File: src/rtl/mips_multicycle_ctrl_if.sv
// Controller <-> datapath/memory signal bundle for the MINI-MIPS multi-cycle core.
// The master side is the control FSM, and the slave side is the datapath it steers.
interface mips_multicycle_ctrl_if #(
  parameter int unsigned ALU_OP_W = 4
);
  logic [5:0]          opcode;
  logic [5:0]          funct;
  logic                alu_zero;
  logic                mem_ready;
  logic                mem_req;
  logic                mem_we;
  logic                iord;
  logic                ir_write;
  logic                pc_write;
  logic [1:0]          pc_src;
  logic [1:0]          alu_src_b;
  logic [ALU_OP_W-1:0] alu_op;
  logic                reg_write;
  logic [1:0]          reg_dst;
  logic [1:0]          wb_src;
  logic                halted;
  logic                illegal;

  modport master (
    input  opcode, funct, alu_zero, mem_ready,
    output mem_req, mem_we, iord, ir_write, pc_write, pc_src, alu_src_b, alu_op,
           reg_write, reg_dst, wb_src, halted, illegal
  );

  modport slave (
    output opcode, funct, alu_zero, mem_ready,
    input  mem_req, mem_we, iord, ir_write, pc_write, pc_src, alu_src_b, alu_op,
           reg_write, reg_dst, wb_src, halted, illegal
  );
endinterface

File: src/rtl/mips_multicycle_ctrl.sv
// Multi-cycle control FSM for MINI-MIPS: FETCH/DECODE/EXEC/MEM/WB over one shared memory port,
// with absorbing HALT and TRAP states.
module mips_multicycle_ctrl #(
  parameter logic [5:0]  HALT_OPCODE = 6'h3F,
  parameter int unsigned ALU_OP_W    = 4
) (
  input logic                      clk,
  input logic                      rst_n,
  mips_multicycle_ctrl_if.master   bus
);

  localparam logic [5:0] OpRtype = 6'h00;
  localparam logic [5:0] OpJ     = 6'h02;
  localparam logic [5:0] OpJal   = 6'h03;
  localparam logic [5:0] OpBeq   = 6'h04;
  localparam logic [5:0] OpBne   = 6'h05;
  localparam logic [5:0] OpAddi  = 6'h08;
  localparam logic [5:0] OpLw    = 6'h23;
  localparam logic [5:0] OpSw    = 6'h2B;

  localparam logic [5:0] FnSll = 6'h00;
  localparam logic [5:0] FnJr  = 6'h08;
  localparam logic [5:0] FnAdd = 6'h20;
  localparam logic [5:0] FnSub = 6'h22;
  localparam logic [5:0] FnAnd = 6'h24;
  localparam logic [5:0] FnOr  = 6'h25;
  localparam logic [5:0] FnSlt = 6'h2A;

  localparam logic [ALU_OP_W-1:0] AluAdd = ALU_OP_W'(0);
  localparam logic [ALU_OP_W-1:0] AluSub = ALU_OP_W'(1);
  localparam logic [ALU_OP_W-1:0] AluAnd = ALU_OP_W'(2);
  localparam logic [ALU_OP_W-1:0] AluOr  = ALU_OP_W'(3);
  localparam logic [ALU_OP_W-1:0] AluSlt = ALU_OP_W'(4);
  localparam logic [ALU_OP_W-1:0] AluSll = ALU_OP_W'(5);

  typedef enum logic [2:0] {
    StFetch, StDecode, StExec, StMem, StWb, StHalt, StTrap
  } state_e;

  state_e     state_q, state_d;
  logic [5:0] op_q, op_d;
  logic [5:0] fn_q, fn_d;

  logic                mem_req, mem_we, iord, ir_write, pc_write, reg_write, halted, illegal;
  logic [1:0]          pc_src, alu_src_b, reg_dst, wb_src;
  logic [ALU_OP_W-1:0] alu_op;

  function automatic logic is_legal(input logic [5:0] op, input logic [5:0] fn);
    case (op)
      OpRtype: return fn inside {FnAdd, FnSub, FnAnd, FnOr, FnSlt, FnSll, FnJr};
      OpAddi, OpLw, OpSw, OpBeq, OpBne, OpJ, OpJal: return 1'b1;
      default: return 1'b0;
    endcase
  endfunction

  function automatic logic [ALU_OP_W-1:0] funct_alu(input logic [5:0] fn);
    case (fn)
      FnSub:   return AluSub;
      FnAnd:   return AluAnd;
      FnOr:    return AluOr;
      FnSlt:   return AluSlt;
      FnSll:   return AluSll;
      default: return AluAdd;
    endcase
  endfunction

  always_ff @(posedge clk or negedge rst_n) begin
    if (!rst_n) begin
      state_q <= StFetch;
      op_q    <= 6'h00;
      fn_q    <= 6'h00;
    end else begin
      state_q <= state_d;
      op_q    <= op_d;
      fn_q    <= fn_d;
    end
  end

  always_comb begin
    state_d   = state_q;
    op_d      = op_q;
    fn_d      = fn_q;
    mem_req   = 1'b0;
    mem_we    = 1'b0;
    iord      = 1'b0;
    ir_write  = 1'b0;
    pc_write  = 1'b0;
    pc_src    = 2'd0;
    alu_src_b = 2'd0;
    alu_op    = AluAdd;
    reg_write = 1'b0;
    reg_dst   = 2'd0;
    wb_src    = 2'd0;
    halted    = 1'b0;
    illegal   = 1'b0;
    // Outputs are held low while reset is asserted so an in-flight access drops at once.
    if (rst_n) begin
      unique case (state_q)
        StFetch: begin
          mem_req   = 1'b1;
          alu_src_b = 2'd1;
          if (bus.mem_ready) begin
            ir_write = 1'b1;
            pc_write = 1'b1;
            state_d  = StDecode;
          end
        end
        StDecode: begin
          op_d      = bus.opcode;
          fn_d      = bus.funct;
          alu_src_b = 2'd3;
          if (bus.opcode == HALT_OPCODE)             state_d = StHalt;
          else if (!is_legal(bus.opcode, bus.funct)) state_d = StTrap;
          else                                       state_d = StExec;
        end
        StExec: begin
          case (op_q)
            OpRtype: begin
              if (fn_q == FnJr) begin
                pc_src   = 2'd3;
                pc_write = 1'b1;
                state_d  = StFetch;
              end else begin
                alu_op  = funct_alu(fn_q);
                state_d = StWb;
              end
            end
            OpAddi: begin
              alu_src_b = 2'd2;
              state_d   = StWb;
            end
            OpLw, OpSw: begin
              alu_src_b = 2'd2;
              state_d   = StMem;
            end
            OpBeq, OpBne: begin
              alu_op   = AluSub;
              pc_src   = 2'd1;
              pc_write = (op_q == OpBeq) ? bus.alu_zero : !bus.alu_zero;
              state_d  = StFetch;
            end
            OpJ, OpJal: begin
              pc_src   = 2'd2;
              pc_write = 1'b1;
              if (op_q == OpJal) begin
                reg_write = 1'b1;
                reg_dst   = 2'd2;
                wb_src    = 2'd2;
              end
              state_d = StFetch;
            end
            default: state_d = StTrap;
          endcase
        end
        StMem: begin
          mem_req = 1'b1;
          iord    = 1'b1;
          mem_we  = (op_q == OpSw);
          if (bus.mem_ready) state_d = (op_q == OpSw) ? StFetch : StWb;
        end
        StWb: begin
          reg_write = 1'b1;
          if (op_q == OpRtype) reg_dst = 2'd1;
          if (op_q == OpLw)    wb_src  = 2'd1;
          state_d = StFetch;
        end
        StHalt:  halted  = 1'b1;
        StTrap:  illegal = 1'b1;
        default: state_d = StFetch;
      endcase
    end
  end

  assign bus.mem_req   = mem_req;
  assign bus.mem_we    = mem_we;
  assign bus.iord      = iord;
  assign bus.ir_write  = ir_write;
  assign bus.pc_write  = pc_write;
  assign bus.pc_src    = pc_src;
  assign bus.alu_src_b = alu_src_b;
  assign bus.alu_op    = alu_op;
  assign bus.reg_write = reg_write;
  assign bus.reg_dst   = reg_dst;
  assign bus.wb_src    = wb_src;
  assign bus.halted    = halted;
  assign bus.illegal   = illegal;

endmodule

File: src/flat_wrapper.sv
// flat-port wrapper written by rule: the top's interface ports become plain ports
module mips_multicycle_ctrl_flat 
#(
  parameter logic [5:0]  HALT_OPCODE = 6'h3F,
  parameter int unsigned ALU_OP_W    = 4
)
  (clk, rst_n, bus_opcode, bus_funct, bus_alu_zero, bus_mem_ready, bus_mem_req, bus_mem_we, bus_iord, bus_ir_write, bus_pc_write, bus_pc_src, bus_alu_src_b, bus_alu_op, bus_reg_write, bus_reg_dst, bus_wb_src, bus_halted, bus_illegal);
  mips_multicycle_ctrl_if #(.ALU_OP_W(ALU_OP_W)) bus_i ();
  input logic clk;
  input logic rst_n;
  input wire logic [$bits(bus_i.opcode)-1:0] bus_opcode;
  input wire logic [$bits(bus_i.funct)-1:0] bus_funct;
  input wire logic [$bits(bus_i.alu_zero)-1:0] bus_alu_zero;
  input wire logic [$bits(bus_i.mem_ready)-1:0] bus_mem_ready;
  output wire logic [$bits(bus_i.mem_req)-1:0] bus_mem_req;
  output wire logic [$bits(bus_i.mem_we)-1:0] bus_mem_we;
  output wire logic [$bits(bus_i.iord)-1:0] bus_iord;
  output wire logic [$bits(bus_i.ir_write)-1:0] bus_ir_write;
  output wire logic [$bits(bus_i.pc_write)-1:0] bus_pc_write;
  output wire logic [$bits(bus_i.pc_src)-1:0] bus_pc_src;
  output wire logic [$bits(bus_i.alu_src_b)-1:0] bus_alu_src_b;
  output wire logic [$bits(bus_i.alu_op)-1:0] bus_alu_op;
  output wire logic [$bits(bus_i.reg_write)-1:0] bus_reg_write;
  output wire logic [$bits(bus_i.reg_dst)-1:0] bus_reg_dst;
  output wire logic [$bits(bus_i.wb_src)-1:0] bus_wb_src;
  output wire logic [$bits(bus_i.halted)-1:0] bus_halted;
  output wire logic [$bits(bus_i.illegal)-1:0] bus_illegal;
  assign bus_i.opcode = bus_opcode;
  assign bus_i.funct = bus_funct;
  assign bus_i.alu_zero = bus_alu_zero;
  assign bus_i.mem_ready = bus_mem_ready;
  assign bus_mem_req = bus_i.mem_req;
  assign bus_mem_we = bus_i.mem_we;
  assign bus_iord = bus_i.iord;
  assign bus_ir_write = bus_i.ir_write;
  assign bus_pc_write = bus_i.pc_write;
  assign bus_pc_src = bus_i.pc_src;
  assign bus_alu_src_b = bus_i.alu_src_b;
  assign bus_alu_op = bus_i.alu_op;
  assign bus_reg_write = bus_i.reg_write;
  assign bus_reg_dst = bus_i.reg_dst;
  assign bus_wb_src = bus_i.wb_src;
  assign bus_halted = bus_i.halted;
  assign bus_illegal = bus_i.illegal;
  mips_multicycle_ctrl #(.HALT_OPCODE(HALT_OPCODE), .ALU_OP_W(ALU_OP_W)) u_core (.clk(clk), .rst_n(rst_n), .bus(bus_i));
endmodule
File: config.mk
export PLATFORM = sky130hd
export DESIGN_NAME = mips_multicycle_ctrl_flat
export DESIGN_NICKNAME = d
export VERILOG_FILES = /design/src/rtl/mips_multicycle_ctrl_if.sv /design/src/rtl/mips_multicycle_ctrl.sv /design/src/flat_wrapper.sv
export SDC_FILE = /design/constraint.sdc
export NUM_CORES = 1
export LEC_CHECK = 0
export BUFFER_PORTS_ARGS = -buffer_cell sky130_fd_sc_hd__clkbuf_2
export CAP_MARGIN = 20
export CORE_MARGIN = 10
export CORE_UTILIZATION = 50
export DETAILED_ROUTE_END_ITERATION = 16
export PLACE_DENSITY = 0.89
export SYNTH_ARGS = -nofsm -noshare
export SYNTH_HDL_FRONTEND = slang
export SYNTH_SLANG_ARGS = --single-unit
File: constraint.sdc
create_clock -name clk -period 3.4 [get_ports clk]
set_input_delay 0.51 -clock clk [delete_from_list [all_inputs] [get_ports clk]]
set_output_delay 0.51 -clock clk [all_outputs]
set_load 0.02 [all_outputs]
==> impl_metrics.yaml <==
floorplan:
  initial_core_util_pct: 52.2
  die-area_um2: 4990
  rows: 18
  die_w_um: 70.6
  die_h_um: 70.6
  coreArea_um2: 2450
  io_pins: 36
layout:
  fill_cells: 220
  drive_gt1_share_pct: 27.5
  layout.cells.most_common: "clkbuf_2"
  fin_util_pct: 58.7
  diodes: 0
  final_cell_mix: "clkbuf_2, nor2_1, dfrtp_1"
  areaGrowthSynthToFinish_pct: 12.5
  fin_area_um2: 1440
  nets: 195
logic_synthesis:
  async_flop_share_pct: 100
  synthesis.instances: 152
  syn_area_per_cell_um2: 8.43
  synth_xor_area_share_pct: 2.05
  synth_top_family_by_area: "simple AND/OR/NAND/NOR gates"
  synthMuxAreaShare_pct: 11.9
  synth_cell_types: 48
  yosys_warnings: 0
  synth-seq-cells: 15
  synthSimpleGateAreaFrac_pct: 31.0
  synth_nets: 168
  synth-compound-area-share_pct: 17.9
  syn_area_um2: 1280
  synthTopCellsByArea: "dfrtp_1, mux2_1, nor2_1, nand2_1, mux2i_1"
  yosysSeqAreaShare_pct: 29.3
  yosysTopAreaCell: "dfrtp_1"
  synthAdderAreaFrac_pct: 0
  synth_top_area_share_pct: 29.3
  synth-edff-count: 0
  synthFlopType: "dfrtp_1"
setup_path:
  cp.required_ps: 2890
  cpPeakStageDelay_ps: 750
  crit_arrival_ps: 2050
  cp-start-kind: "flop"
  end_kind: "output port"
  cp_top_family: "flip-flops"
  criticalPathCategory: "flop to output port"
  critPathMaxFanout: 18
  worst-path-buf-inv: 1
  crit_chain: "nand3_1, or3_4, a2111oi_2, clkbuf_2"
  crit_slowest_cell: "dfrtp_1"
cts:
  clock-sinks: 15
  post_cts_resized: 0
  clk_latency_ps: 280
  cts_buffers: 3
  cts_setup_buffers: 0
  cts.path.max_buffers: 2
  cts_tree: "yes"
  clk_pin_slew_ps: 100
  hold_buffers: 0
  cts-root-buf: "clkbuf_4"
  htreeDepth: 1
min_path:
  hold_class: "primary input to async pin"
timing:
  rsz0062_at_grt: "false"
  finalHoldViolCount: 0
  relSlewSlack_pct: 59.1
  slew_violations: 0
  fin_crit_ps: 2560
  skew_ps: 9.44
  setup_tns_ps: 0
  fmax_ghz: 0.391
  post-route-period-util_pct: 75.2
  hold_ws_ps: 214
  final-setup-viol-count: 0
  worst_slew_pin_slew_ps: 614
place:
  gp_congestion: 0.858
  port_buffers: 34
  post-dp-hpwl_mm: 2.60
  place_area_um2: 1410
drt:
  wirelength_mm: 3.26
  wl_per_cell_um: 15.7
  num_vias: 1246
  first_pass_iters: 5
  first_iter_violations: 46
  drc_errors: 0
  drtAntennaViolNets: 0
  viasPerCell: 5.99
global_route:
  grt_pass1_wl_mm: 5.46
  grt_usage_pct: 12.6
  grt_overflow: 0
  antenna_found_initial: 0
  grt_pass1_vias: 1181
  grt_start_max_net_pins: 28
power_and_ir_drop:
  finalPower_uw: 1090
  vdd_drop_max_mv: 0.486
  powerDensity_nw_per_um2: 758
  leakagePower_uw: 0.000628
outcome:
  status: "completed"
job:
  drv_cap: 0
[cell usage after synthesis (4+ instances only)]
cell,instances
nand4_1,4
a21oi_1,4
and3_1,6
buf_4,5
nand2b_1,5
nor4_1,4
mux2i_1,4
buf_2,6
a31oi_1,4
o21ai_1,5
nor3_1,7
nand2_1,13
mux2_1,9
dfrtp_1,15
nor2_1,15
[registers in the layout, indices dropped and copies added (netlist names)]
| name | flops |
|---|---|
| u_core.fn_q | 6 |
| u_core.state_q | 3 |
| u_core.op_q | 6 |
[power breakdown]
group | total, uW | internal, uW | switching (uW)
combinational | 495 | 236 | 259
clock | 100 | 43.6 | 56.9
sequential | 497 | 263 | 234
total | 1090 | 542 | 550
[final timing paths]
path	slack, ps	end	cells past startpoint	startpoint
hold reg to reg	620	u_core.fn_q[4]	1	u_core.fn_q[4]
max in group asynchronous	2800	u_core.op_q[1]	1	rst_n
hold / removal	210	u_core.op_q[4]	1	rst_n
min in group clk	470	u_core.fn_q[0]	2	bus_funct[0]
setup reg to reg	1670	u_core.op_q[0]	4	u_core.state_q[1]
setup / recovery	840	bus_alu_op[2]	4	u_core.state_q[1]
[per-layer routing]
metal  up-vias  GRT usage (%)  wire (um)
li1        616              -          -
met1       587           14.9       1450
met2        39           21.7       1590
met3         4           3.07        172
met4         0           4.09         54
met5         -              0          0
[final cells by class]
class / count / area [um2] / share of cell area (%)
clock buffer: 3 / 22.5 / 1.56
clock inverter: 1 / 5.00 / 0.347
inverter: 4 / 15.0 / 1.04
multi-input combinational: 120 / 808 / 56.1
sequential: 15 / 375 / 26.0
tap: 30 / 37.5 / 2.60
timing repair buffer: 35 / 178 / 12.3
[worst reg2reg max path, delay by kind of cell, from the launching register on]
family / cells / cell delay (ps)
buf+inv: 1 / 210
mux: 1 / 350
flops: 1 / 620
simple gates: 2 / 440
[stage by stage]
step	worst slack, ps	std cells
after floorplan	1300	152
after global placement	911	204
after detailed placement	871	204
after CTS	842	208
after global routing	703	208
final	842	208
[cells by family after synthesis]
logic type | Yosys count
xor gates and xnor gates | 3
DFF | 15
and+or+nand+nor | 71
other | 1
AOI/OAI and AO/OA | 31
buffers and inverters | 17
muxes | 14
(Power assumes the default switching activity.)
